## src/rtl/sisc_ifetch.sv

```systemverilog
// Instruction fetch unit: tracks the fetch PC, reads instruction memory and queues words for the core.
// Latency: reset/redirect to first ir_valid is 2 cycles plus the memory ack latency.
// Backpressure: stops requesting while the prefetch FIFO is full; the core pops with ir_take.
//
// Ports:
//   clk, rst_f           clock (rising edge) and asynchronous active-high reset
//   im_req/im_addr       word read request to instruction memory, held until im_ack
//   im_ack/im_data       memory completion and returned instruction word
//   ir/ir_pc/ir_valid    registered FIFO head presented to the core
//   ir_take              core consumes the head (ignored while !ir_valid)
//   br_taken/br_addr     redirect: flush the FIFO and restart fetch at br_addr
//   fetch_cnt/stall_cnt  performance counters, only present with `IFETCH_PERF_EN defined
module sisc_ifetch #(
  parameter int                ADDR_W   = 16,
  parameter int                DEPTH    = 2,
  parameter logic [ADDR_W-1:0] RESET_PC = '0
) (
  input  logic              clk,
  input  logic              rst_f,
  output logic              im_req,
  output logic [ADDR_W-1:0] im_addr,
  input  logic              im_ack,
  input  logic [31:0]       im_data,
  output logic [31:0]       ir,
  output logic [ADDR_W-1:0] ir_pc,
  output logic              ir_valid,
  input  logic              ir_take,
  input  logic              br_taken,
  input  logic [ADDR_W-1:0] br_addr
`ifdef IFETCH_PERF_EN
 ,output logic [31:0]       fetch_cnt
 ,output logic [31:0]       stall_cnt
`endif
);

  localparam int PTR_W = $clog2(DEPTH);
  localparam int CNT_W = $clog2(DEPTH) + 1;
  localparam logic [CNT_W-1:0] FULL_CNT = CNT_W'(DEPTH);

  typedef enum logic [1:0] {
    IDLE = 2'd0,
    REQ  = 2'd1,
    DROP = 2'd2
  } state_t;

  state_t            state;
  logic [ADDR_W-1:0] fpc;

  logic [31:0]       mem_dat [DEPTH];
  logic [ADDR_W-1:0] mem_pc  [DEPTH];
  logic [PTR_W-1:0]  wr_ptr;
  logic [PTR_W-1:0]  rd_ptr;
  logic [CNT_W-1:0]  count;

  logic              push;
  logic              pop;
  logic [CNT_W-1:0]  cnt_mid;
  logic [CNT_W-1:0]  cnt_next;
  logic [PTR_W-1:0]  rd_next;
  logic              room;
  logic [ADDR_W-1:0] fpc_inc;
  logic              head_load;
  logic [31:0]       head_dat;
  logic [ADDR_W-1:0] head_pc;

  // A word is kept only when it answers a live REQ and no redirect lands in the same cycle.
  assign push     = (state == REQ) && im_ack && !br_taken;
  assign pop      = ir_valid && ir_take && !br_taken;
  assign cnt_mid  = count - CNT_W'(pop);
  assign cnt_next = cnt_mid + CNT_W'(push);
  assign rd_next  = rd_ptr + PTR_W'(pop);
  assign room     = (cnt_next < FULL_CNT);
  assign fpc_inc  = fpc + ADDR_W'(1);

  // Next head: an older entry if one survives the pop, else the word arriving now,
  // else hold the previous ir/ir_pc.
  always_comb begin
    head_load = 1'b0;
    head_dat  = im_data;
    head_pc   = fpc;
    if (cnt_mid != '0) begin
      head_load = 1'b1;
      head_dat  = mem_dat[rd_next];
      head_pc   = mem_pc[rd_next];
    end else if (push) begin
      head_load = 1'b1;
    end
  end

  // Fetch FSM; im_req/im_addr are registered and stay put while a read is outstanding.
  always_ff @(posedge clk or posedge rst_f) begin
    if (rst_f) begin
      state   <= IDLE;
      im_req  <= 1'b0;
      im_addr <= RESET_PC;
      fpc     <= RESET_PC;
    end else begin
      case (state)
        IDLE: begin
          if (br_taken) begin
            // Next cycle issues to the new target with the FIFO already flushed.
            fpc <= br_addr;
          end else if (count < FULL_CNT) begin
            im_req  <= 1'b1;
            im_addr <= fpc;
            state   <= REQ;
          end
        end
        REQ: begin
          if (im_ack) begin
            if (br_taken) begin
              fpc    <= br_addr;
              im_req <= 1'b0;
              state  <= IDLE;
            end else begin
              fpc <= fpc_inc;
              if (room) begin
                im_addr <= fpc_inc;
              end else begin
                im_req <= 1'b0;
                state  <= IDLE;
              end
            end
          end else if (br_taken) begin
            // Read already on the bus: let it finish and throw its data away.
            fpc   <= br_addr;
            state <= DROP;
          end
        end
        DROP: begin
          if (br_taken) begin
            fpc <= br_addr;
          end
          if (im_ack) begin
            im_req <= 1'b0;
            state  <= IDLE;
          end
        end
        default: begin
          im_req <= 1'b0;
          state  <= IDLE;
        end
      endcase
    end
  end

  // FIFO storage holds no control state, so it needs no reset.
  always_ff @(posedge clk) begin
    if (push) begin
      mem_dat[wr_ptr] <= im_data;
      mem_pc[wr_ptr]  <= fpc;
    end
  end

  always_ff @(posedge clk or posedge rst_f) begin
    if (rst_f) begin
      wr_ptr   <= '0;
      rd_ptr   <= '0;
      count    <= '0;
      ir       <= '0;
      ir_pc    <= '0;
      ir_valid <= 1'b0;
    end else if (br_taken) begin
      rd_ptr   <= wr_ptr;
      count    <= '0;
      ir_valid <= 1'b0;
    end else begin
      if (push) begin
        wr_ptr <= wr_ptr + PTR_W'(1);
      end
      rd_ptr   <= rd_next;
      count    <= cnt_next;
      ir_valid <= (cnt_next != '0);
      if (head_load) begin
        ir    <= head_dat;
        ir_pc <= head_pc;
      end
    end
  end

`ifdef IFETCH_PERF_EN
  always_ff @(posedge clk or posedge rst_f) begin
    if (rst_f) begin
      fetch_cnt <= '0;
      stall_cnt <= '0;
    end else begin
      if (push) begin
        fetch_cnt <= fetch_cnt + 32'd1;
      end
      if ((state == IDLE) && (count == FULL_CNT)) begin
        stall_cnt <= stall_cnt + 32'd1;
      end
    end
  end
`else
  // Performance counters are not built in this configuration.
`endif

endmodule

```

## config.mk

```make
export PLATFORM = sky130hd
export DESIGN_NAME = sisc_ifetch
export DESIGN_NICKNAME = d
export VERILOG_FILES = /design/src/rtl/sisc_ifetch.sv
export SDC_FILE = /design/constraint.sdc
export NUM_CORES = 1
export LEC_CHECK = 0
export ABC_AREA = 1
export CORE_ASPECT_RATIO = 0.9
export CORE_MARGIN = 3
export CORE_UTILIZATION = 45
export CTS_BUF_LIST = sky130_fd_sc_hd__clkbuf_8
export DETAILED_ROUTE_END_ITERATION = 8
export PLACE_DENSITY = 0.76
export SYNTH_ARGS = -nofsm -noshare
export SYNTH_HDL_FRONTEND = slang
export SYNTH_SLANG_ARGS = --single-unit
```

## constraint.sdc

```tcl
create_clock -name clk -period 10 [get_ports clk]
set_clock_uncertainty 0.15 [all_clocks]
set_input_delay 1.5 -clock clk [delete_from_list [all_inputs] [get_ports clk]]
set_output_delay 1.5 -clock clk [all_outputs]
set_load 0.02 [all_outputs]
```

==> results of run 1 <==
-- cell families (layout without fill, tap and decap cells) --
kind of cell,count (synthesis),in the layout,synth area share
AO/OA/AOI/OAI,56,56,0.04100
adder cells (fa/ha/maj),3,3,0.004590
AND/OR/NAND/NOR,570,570,0.2809
XOR/XNOR,4,4,0.004283
buffers and inverters,84,202,0.04757
flip-flops,184,184,0.6217
-- worst min path at each step --
stage / start / endpoint / slack, ps
3_3_place_gp: ir[21]$_DFFE_PP0P_ / ir[21]$_DFFE_PP0P_ / 310
5_1_grt: im_req$_DFFE_PP0P_ / im_req$_DFFE_PP0P_ / 350
6_report: im_req$_DFFE_PP0P_ / im_req$_DFFE_PP0P_ / 330
2_1_floorplan: fpc[14]$_DFFE_PP0P_ / mem_pc[0][14]$_DFFE_PP_ / 340
4_1_cts: ir[18]$_DFFE_PP0P_ / ir[18]$_DFFE_PP0P_ / 340
3_5_place_dp: im_addr[6]$_DFFE_PP0P_ / im_addr[6]$_DFFE_PP0P_ / 310
-- area by class of cell --
type / instances / area, um2
fill: 1594 / 7821
sequential: 184 / 5085
multi-input combinational: 633 / 2720
timing repair buffer: 125 / 1234
tap: 240 / 300.3
clock buffer: 19 / 261.5
inverter: 45 / 171.4
clock inverter: 13 / 133.9
-- power breakdown --
| group | switching, uW | internal [uW] |
|---|---|---|
| logic | 868 | 495 |
| clock network | 275 | 217 |
| registers | 149 | 1030 |
| total | 1290 | 1740 |
-- tightest hold or removal path, stage by stage, from the launching register on --
cell and delay [ps]:
dfrtp_1 360, nand2_1 50, nand2_1 50
-- per-layer routing --
metal,GRT usage,vias up
met5,0,-
li1,-,3146
met3,0.04662,20
met4,0.05233,0
met2,0.3046,242
met1,0.2842,2949
-- cells in the mapped netlist --
cell type  instances
a21oi_1           19
a21oi_4            1
a22oi_1            2
a32oi_1            5
buf_1              1
buf_2             14
buf_4              9
buf_6              3
clkbuf_1          12
dfrtp_1           88
edfxtp_1          96
ha_1               3
inv_1             39
inv_2              6
nand2_1          375
nand2_2            3
nand2_4            1
nand3_1           90
nand4_1            6
nor2_1            89
nor2_2             5
o211ai_1           4
o21a_1             1
o21ai_0           19
o21ai_1            1
o221ai_1           1
o22ai_1            3
or2_2              1
xor2_1             4
-- sequential cells by signal, indices dropped and copies added, names as in the netlist --
name      cells
rd_ptr        1
ir_valid      1
mem_pc       32
ir_pc        16
im_req        1
fpc          16
ir           32
state         2
im_addr      16
wr_ptr        1
count         2
mem_dat      64
-- through the flow --
stage / worst slack, ps / utilization / instance area (um2) / hold WS, ps / total power, uW
floorplan: 5234 / - / 8179 / 335.3 / 2067
finish: 4994 / 0.5588 / 9906 / 332.1 / 3034
global placement: 4663 / 0.5365 / 9510 / 312.9 / 2525
detailed placement: 4537 / 0.5365 / 9510 / 314.2 / 2551
global route: 4694 / 0.5588 / 9906 / 353.1 / 3270
CTS: 5033 / 0.5588 / 9906 / 340.8 / 3049
==> results.txt, run 1 <==
----------------------------------------------------
[STA]
  Final Hold Fails ... 0
  Final number of setup-violating endpoints ... 0
  Setup repair after global routing missed its margin ... no
  Final cycle utilization of the critical path ... 0.5006
  Crit path time final ... 5006 ps
  Achievable frequency ... 199.8 MHz
  Count of final max-slew check failures ... 0
  Actual transition at the worst max-transition pin ... 974.5 ps
  Slew HR ... 0.3503
  Setup total negative slack ... 0 ps

[Die]
  Die span in x ... 148.1 um
  Die Height ... around 130 um
  Top-level I/O count ... 119
  Row count ... between 40 and 50
  Starting density of the core ... 0.4614
  Placeable Area ... about 18000 um2
  Total Die Area ... 19830 um2

[Pwr]
  Static Leak ... 0.004269 uW
  IR Drop Worst-Case VDD ... 0.1923 mV
  PwrDens ... 306.3 nW/um2

[Placement]
  GPL Wtd Cong ... ~0.84
  Placed wire-length estimate after detailed placement ... between 10 and 15 mm
  Placed insts ... 1227
  Buffers added on ports ... roughly 120

[Logic synthesis]
  Combined area of all synthesized cells ... 8179 um2
  Share of the synthesized area in the top cell type ... 0.3525
  Top cells by area, synth ... edfxtp_1 35%, dfrtp_1 27%, nand2_1 17%
  Yosys warns ... 0
  Library cell with the largest summed area after synthesis ... edfxtp_1
  Unique cell type count in the Yosys netlist ... 29
  Average cell area after synthesis ... roughly 9.1 um2
  Flip-flop and latch count after synthesis ... between 150 and 200
  Post-synthesis instance total ... 901
  Net count after synthesis ... ~960
  Post-synthesis sequential area ratio ... 0.6217

[Critical path]
  Critical path's largest stage delay ... 990 ps
  Endpoint of the most critical register-to-register path ... mem_pc[1][1]$_DFFE_PP_
  Arrival time at the worst endpoint ... 5200 ps
  Worst-case register-to-register setup slack ... 6710 ps
  CP required ... 10200 ps
  Category of the worst setup path launch point ... primary input
  Cell mode on critical path ... nand2_1
  Number of cells on the critical path ... 15
  Family with the most delay on the worst path ... buffers and inverters
  Critical Path Fanout Max ... 96
  Origin of the worst setup path ... br_taken
  Capturing element of the worst setup path ... ir[11]$_DFFE_PP0P_
  Crit. End Element ... register
  Crit path max-delay cell type ... clkdlybuf4s50_1
  Worst R2R Start ... state[0]$_DFFE_PP0P_
  CP Cell Sequence ... clkdlybuf4s50_1 -> inv_2 -> nand3_1 -> inv_2 -> ha_1 -> inv_1 -> nand2_1 -> nand2_1 -> nand2_2 -> buf_4 -> a21oi_4 -> buf_4 -> nor2_1 -> nand2_1 -> nand2_1
  Logic depth of the worst register-to-register path ... 8
  Crit path buf inv count ... 6
  Type of the worst setup path ... primary input to register

[Final layout]
  Share of cells above drive strength 1 ... 0.05790
  Diodes inserted ... 0
  Fin nets ... 1062
  Layout overhead on the synthesized area ... 21.11%
  Commonest cells after routing, fill and taps aside ... 375 x nand2_1, 118 x clkdlybuf4s50_1, 96 x edfxtp_1, 90 x nand3_1, 88 x dfrtp_1
  Number of cells in the finished layout apart from fillers ... 1259
  Most frequent standard cell in the layout excluding fill and tap cells ... nand2_1

[Detailed routing]
  Number of violations reported at the end of detailed-routing iteration 0 ... 510
  Remaining design rule violation count ... 0
  Routed met3 length ... 1.385 mm
  WL/cell ... 14.94 um
  Highest metal layer used by the detailed router ... met4
  Total length of routed met2 wires ... 8.502 mm
  Routed vias ... about 6400
  Total iterations of the first detailed-routing run ... 5
  M1 WL ... 8.657 mm
  Avg Vias per Cell ... about 5.0
  Total length of routed wires ... ~19 mm
  Number of nets with antenna violations after detailed routing ... 0

[CTS]
  Number of buffers added for setup after CTS ... 0
  Clk sinks ... approximately 180
  Maximum number of buffers from clock root to sink ... 2
  Number of levels the H-tree was split into ... 4
  TritonCTS clock tree ... built
  Post-CTS sizing ... 0
  Root Buffer ... clkbuf_8
  Hold Buf Count CTS ... 0
  Clock buffers created by TritonCTS ... 17
  Clock slew at the register clock pins of the worst setup and hold paths ... 100 ps
  Clock insertion delay at the later pin of the skew report ... 450 ps

[Global routing]
  Maximum number of pins on one net before global-route repair ... 97
  Overflow left after global routing ... 0
  All-layer global routing usage ... 0.1975
  Wire length of the first global-routing pass ... 31.48 mm
  Number of global-route vias before repair ... 6208
  Initial antenna violation count ... 0

[Hold path]
  Hold crit path type ... register to register
  Worst hold path cell count ... 2

[Flow run]
  Max-capacitance violation count ... 0

[Status]
  Run status ... finished, final reports clean

----------------------------------------------------
(Power assumes the default switching activity.)
==> inputs of run 2 (changes only) <==
- clock period: 10 -> 4.95 ns (I/O delays scaled with it)
==> run 2 against run 1 <==
- cell count about the same
- die area unchanged
- setup slack got worse by 3300 ps
- count of clock-buffer cells in the layout is 1 lower
- non-clock buffer count up 2
- register-to-register slack worse by 4800 ps
- largest power group unchanged
- clock power is 100% higher
- cell area grew 0.53%
- routed wire length fell by 0.27%
- largest cell class unchanged
- combinational power is 100% higher
==> results.txt, run 2 (synthesis gave the netlist of run 1 again) <==
----------------------------------------------------
[Die]
  Starting density of the core ... 0.4614 (unchanged)
  Placeable Area ... 17730 um2 (unchanged)
  Total Die Area ... 19830 um2 (unchanged)
  Die Height ... 133.9 um (unchanged)
  Die span in x ... 148.1 um (unchanged)
  Top-level I/O count ... 119 (unchanged)
  Row count ... 46 (unchanged)

[Placement]
  Cell area after placement ... 9563 um2 (was 9510 um2)
  Placed wire-length estimate after detailed placement ... 12.25 mm (was 11.92 mm)
  GPL Wtd Cong ... 0.8260 (was 0.8377)
  Placed insts ... 1229 (was 1227)
  Buffers added on ports ... 118 (unchanged)

[STA]
  Setup total negative slack ... 0 ps (unchanged)
  Count of final max-slew check failures ... 0 (unchanged)
  Slew HR ... 0.3888 (was 0.3503)
  Final cycle utilization of the critical path ... 0.6492
  Actual transition at the worst max-transition pin ... 915.5 ps (was 974.5 ps)
  Final Hold Fails ... 0 (unchanged)
  Crit path time final ... 3214 ps
  Achievable frequency ... just over 300 MHz
  Final number of setup-violating endpoints ... 0 (unchanged)
  Setup repair after global routing missed its margin ... no (unchanged)

[CTS]
  Clock buffers created by TritonCTS ... 17 (unchanged)
  Root Buffer ... clkbuf_8 (unchanged)
  Post-CTS sizing ... 0 (unchanged)
  Clock insertion delay at the later pin of the skew report ... 460 ps (was 450 ps)
  Clock slew at the register clock pins of the worst setup and hold paths ... 90 ps (was 100 ps)
  Clk sinks ... 184 (unchanged)
  TritonCTS clock tree ... built (unchanged)
  Maximum number of buffers from clock root to sink ... 2 (unchanged)
  Number of levels the H-tree was split into ... 4 (unchanged)
  Number of buffers added for setup after CTS ... 0 (unchanged)
  Hold Buf Count CTS ... 0 (unchanged)

[Critical path]
  Logic depth of the worst register-to-register path ... 14 (was 8)
  Arrival time at the worst endpoint ... 3420 ps (was 5200 ps)
  Category of the worst setup path launch point ... primary input (unchanged)
  Number of cells on the critical path ... 13 (was 15)
  Family with the most delay on the worst path ... buffers and inverters (unchanged)
  Critical path's largest stage delay ... 660 ps (was 990 ps)
  CP Cell Sequence ... clkdlybuf4s50_1 -> inv_2 -> nand3_1 -> inv_2 -> ha_1 -> inv_1 -> nand2_1 -> nand2_1 -> nand2_2 -> buf_4 -> nand3_1 -> nand2_1 -> nand2_1 (was clkdlybuf4s50_1 -> inv_2 -> nand3_1 -> inv_2 -> ha_1 -> inv_1 -> nand2_1 -> nand2_1 -> nand2_2 -> buf_4 -> a21oi_4 -> buf_4 -> nor2_1 -> nand2_1 -> nand2_1)
  Critical Path Fanout Max ... 80 (was 96)
  Origin of the worst setup path ... br_taken (unchanged)
  Cell mode on critical path ... nand2_1 (unchanged)
  Worst-case register-to-register setup slack ... 1910 ps (was 6710 ps)
  Type of the worst setup path ... primary input to register (unchanged)
  Crit path buf inv count ... 5 (was 6)
  Endpoint of the most critical register-to-register path ... im_addr[10]$_DFFE_PP0P_ (was mem_pc[1][1]$_DFFE_PP_)
  Worst R2R Start ... state[0]$_DFFE_PP0P_ (unchanged)
  Crit. End Element ... register (unchanged)
  CP required ... 5160 ps (was 10200 ps)
  Crit path max-delay cell type ... buf_4 (was clkdlybuf4s50_1)

[Hold path]
  Min-delay src ... im_req$_DFFE_PP0P_ (unchanged)
  Worst-case hold path end point ... im_req$_DFFE_PP0P_ (unchanged)
  Hold crit path type ... register to register (unchanged)
  Worst hold path cell count ... 2 (unchanged)

[Final layout]
  Design Area, Final ... 9958 um2 (was 9906 um2)
  Diodes inserted ... 0 (unchanged)
  Commonest cells after routing, fill and taps aside ... 375 x nand2_1, 118 x clkdlybuf4s50_1, 96 x edfxtp_1, 90 x nand3_1, 88 x dfrtp_1 (unchanged)
  Most frequent standard cell in the layout excluding fill and tap cells ... nand2_1 (unchanged)
  Number of cells in the finished layout apart from fillers ... 1260 (was 1259)
  Register name with the most flops ... mem_dat (unchanged)
  Max reg flops ... 64 (unchanged)
  Fin nets ... 1064 (was 1062)
  Share of cells above drive strength 1 ... 0.05784 (was 0.05790)
  Layout overhead on the synthesized area ... 21.75% (was 21.11%)
  Biggest registers after layout ... mem_dat: 64 flops, ir: 32 flops, mem_pc: 32 flops (unchanged)

[Detailed routing]
  Remaining design rule violation count ... 0 (unchanged)
  Number of violations reported at the end of detailed-routing iteration 0 ... 504 (was 510)
  Routed vias ... 6328 (was 6357)
  Number of nets with antenna violations after detailed routing ... 0 (unchanged)
  Avg Vias per Cell ... 5.022 (was 5.049)
  Total length of routed wires ... 18.76 mm (was 18.81 mm)
  WL/cell ... 14.89 um (was 14.94 um)
  Total iterations of the first detailed-routing run ... 5 (unchanged)

[Pwr]
  Static Leak ... 0.004297 uW (was 0.004269 uW)
  PwrDens ... 617.8 nW/um2 (was 306.3 nW/um2)
  Total power after layout ... 6152 uW (was 3034 uW)
  IR Drop Worst-Case VDD ... 0.3995 mV (was 0.1923 mV)

[Global routing]
  Overflow left after global routing ... 0 (unchanged)
  Wire length of the first global-routing pass ... 30.78 mm (was 31.48 mm)
  Number of global-route vias before repair ... 5958 (was 6208)
  Initial antenna violation count ... 0 (unchanged)
  Maximum number of pins on one net before global-route repair ... 81 (was 97)
  All-layer global routing usage ... 0.1949 (was 0.1975)

[Status]
  Run status ... finished, final reports clean (unchanged)

[Flow run]
  Max-capacitance violation count ... 0 (unchanged)

----------------------------------------------------
-- run 2: cell types whose count changed in the layout (fill, tap and decap cells not counted) --
cell / delta
inv_8: -2
clkinvlp_4: -2
inv_6: -1
bufinv_16: +1
clkinv_1: +1
clkbuf_8: -1
clkinv_4: +3
buf_12: +3
buf_4: -1
-- run 2: per-stage QoR --
step / setup slack (ps) / hold WS [ps] / util
2_1_floorplan: 942.0 / 335.3 / -
3_5_place_dp: 1250 / 314.0 / 0.5395
3_3_place_gp: 1327 / 310.6 / 0.5395
6_report: 1736 / 332.8 / 0.5618
5_1_grt: 1476 / 359.4 / 0.5618
4_1_cts: 1759 / 338.7 / 0.5618
-- run 2: final cells by class --
class                      count  area, um2
clock inverter                13      147.6
tap                          240      300.3
multi-input combinational    633       2720
inverter                      45      171.4
timing repair buffer         127       1286
sequential                   184       5085
fill                        1577       7769
clock buffer                  18      247.7
-- run 2: power by group --
group	internal, uW	switching [uW]
registers	2080	299
clock network	465	533
logic	1020	1750
total	3570	2590
-- run 2: worst max-delay path by stage --
stage | to | slack [ps]
floorplan | mem_dat[1][0]$_DFFE_PP_ | 940
global placement | mem_dat[0][21]$_DFFE_PP_ | 1330
detailed placement | ir_pc[6]$_DFFE_PP0P_ | 1250
CTS | ir_pc[6]$_DFFE_PP0P_ | 1760
global route | ir[19]$_DFFE_PP0P_ | 1480
finish | ir[16]$_DFFE_PP0P_ | 1740
-- run 2: metal layers --
| layer | global-route usage | share of wire | routed length [um] | vias to the layer above |
|---|---|---|---|---|
| li1 | - | - | - | 3147 |
| met1 | 0.2821 | 0.47 | 8882 | 2961 |
| met2 | 0.2977 | 0.45 | 8408 | 198 |
| met3 | 0.04088 | 0.062 | 1164 | 22 |
| met4 | 0.06208 | 0.016 | 302 | 0 |
| met5 | 0 | 0 | 0 | - |
-- run 2: worst reg2reg max path: stages, from the launching register on --
cell     delay (ps)
dfrtp_1         440
inv_2            60
nor2_2           70
buf_4           310
inv_2           170
nor2_2          520
ha_1            300
inv_1            70
nand3_1          80
nand3_1         120
nand2_2         110
nand2_4         130
inv_2           230
nand3_1         140
nand2_1          90
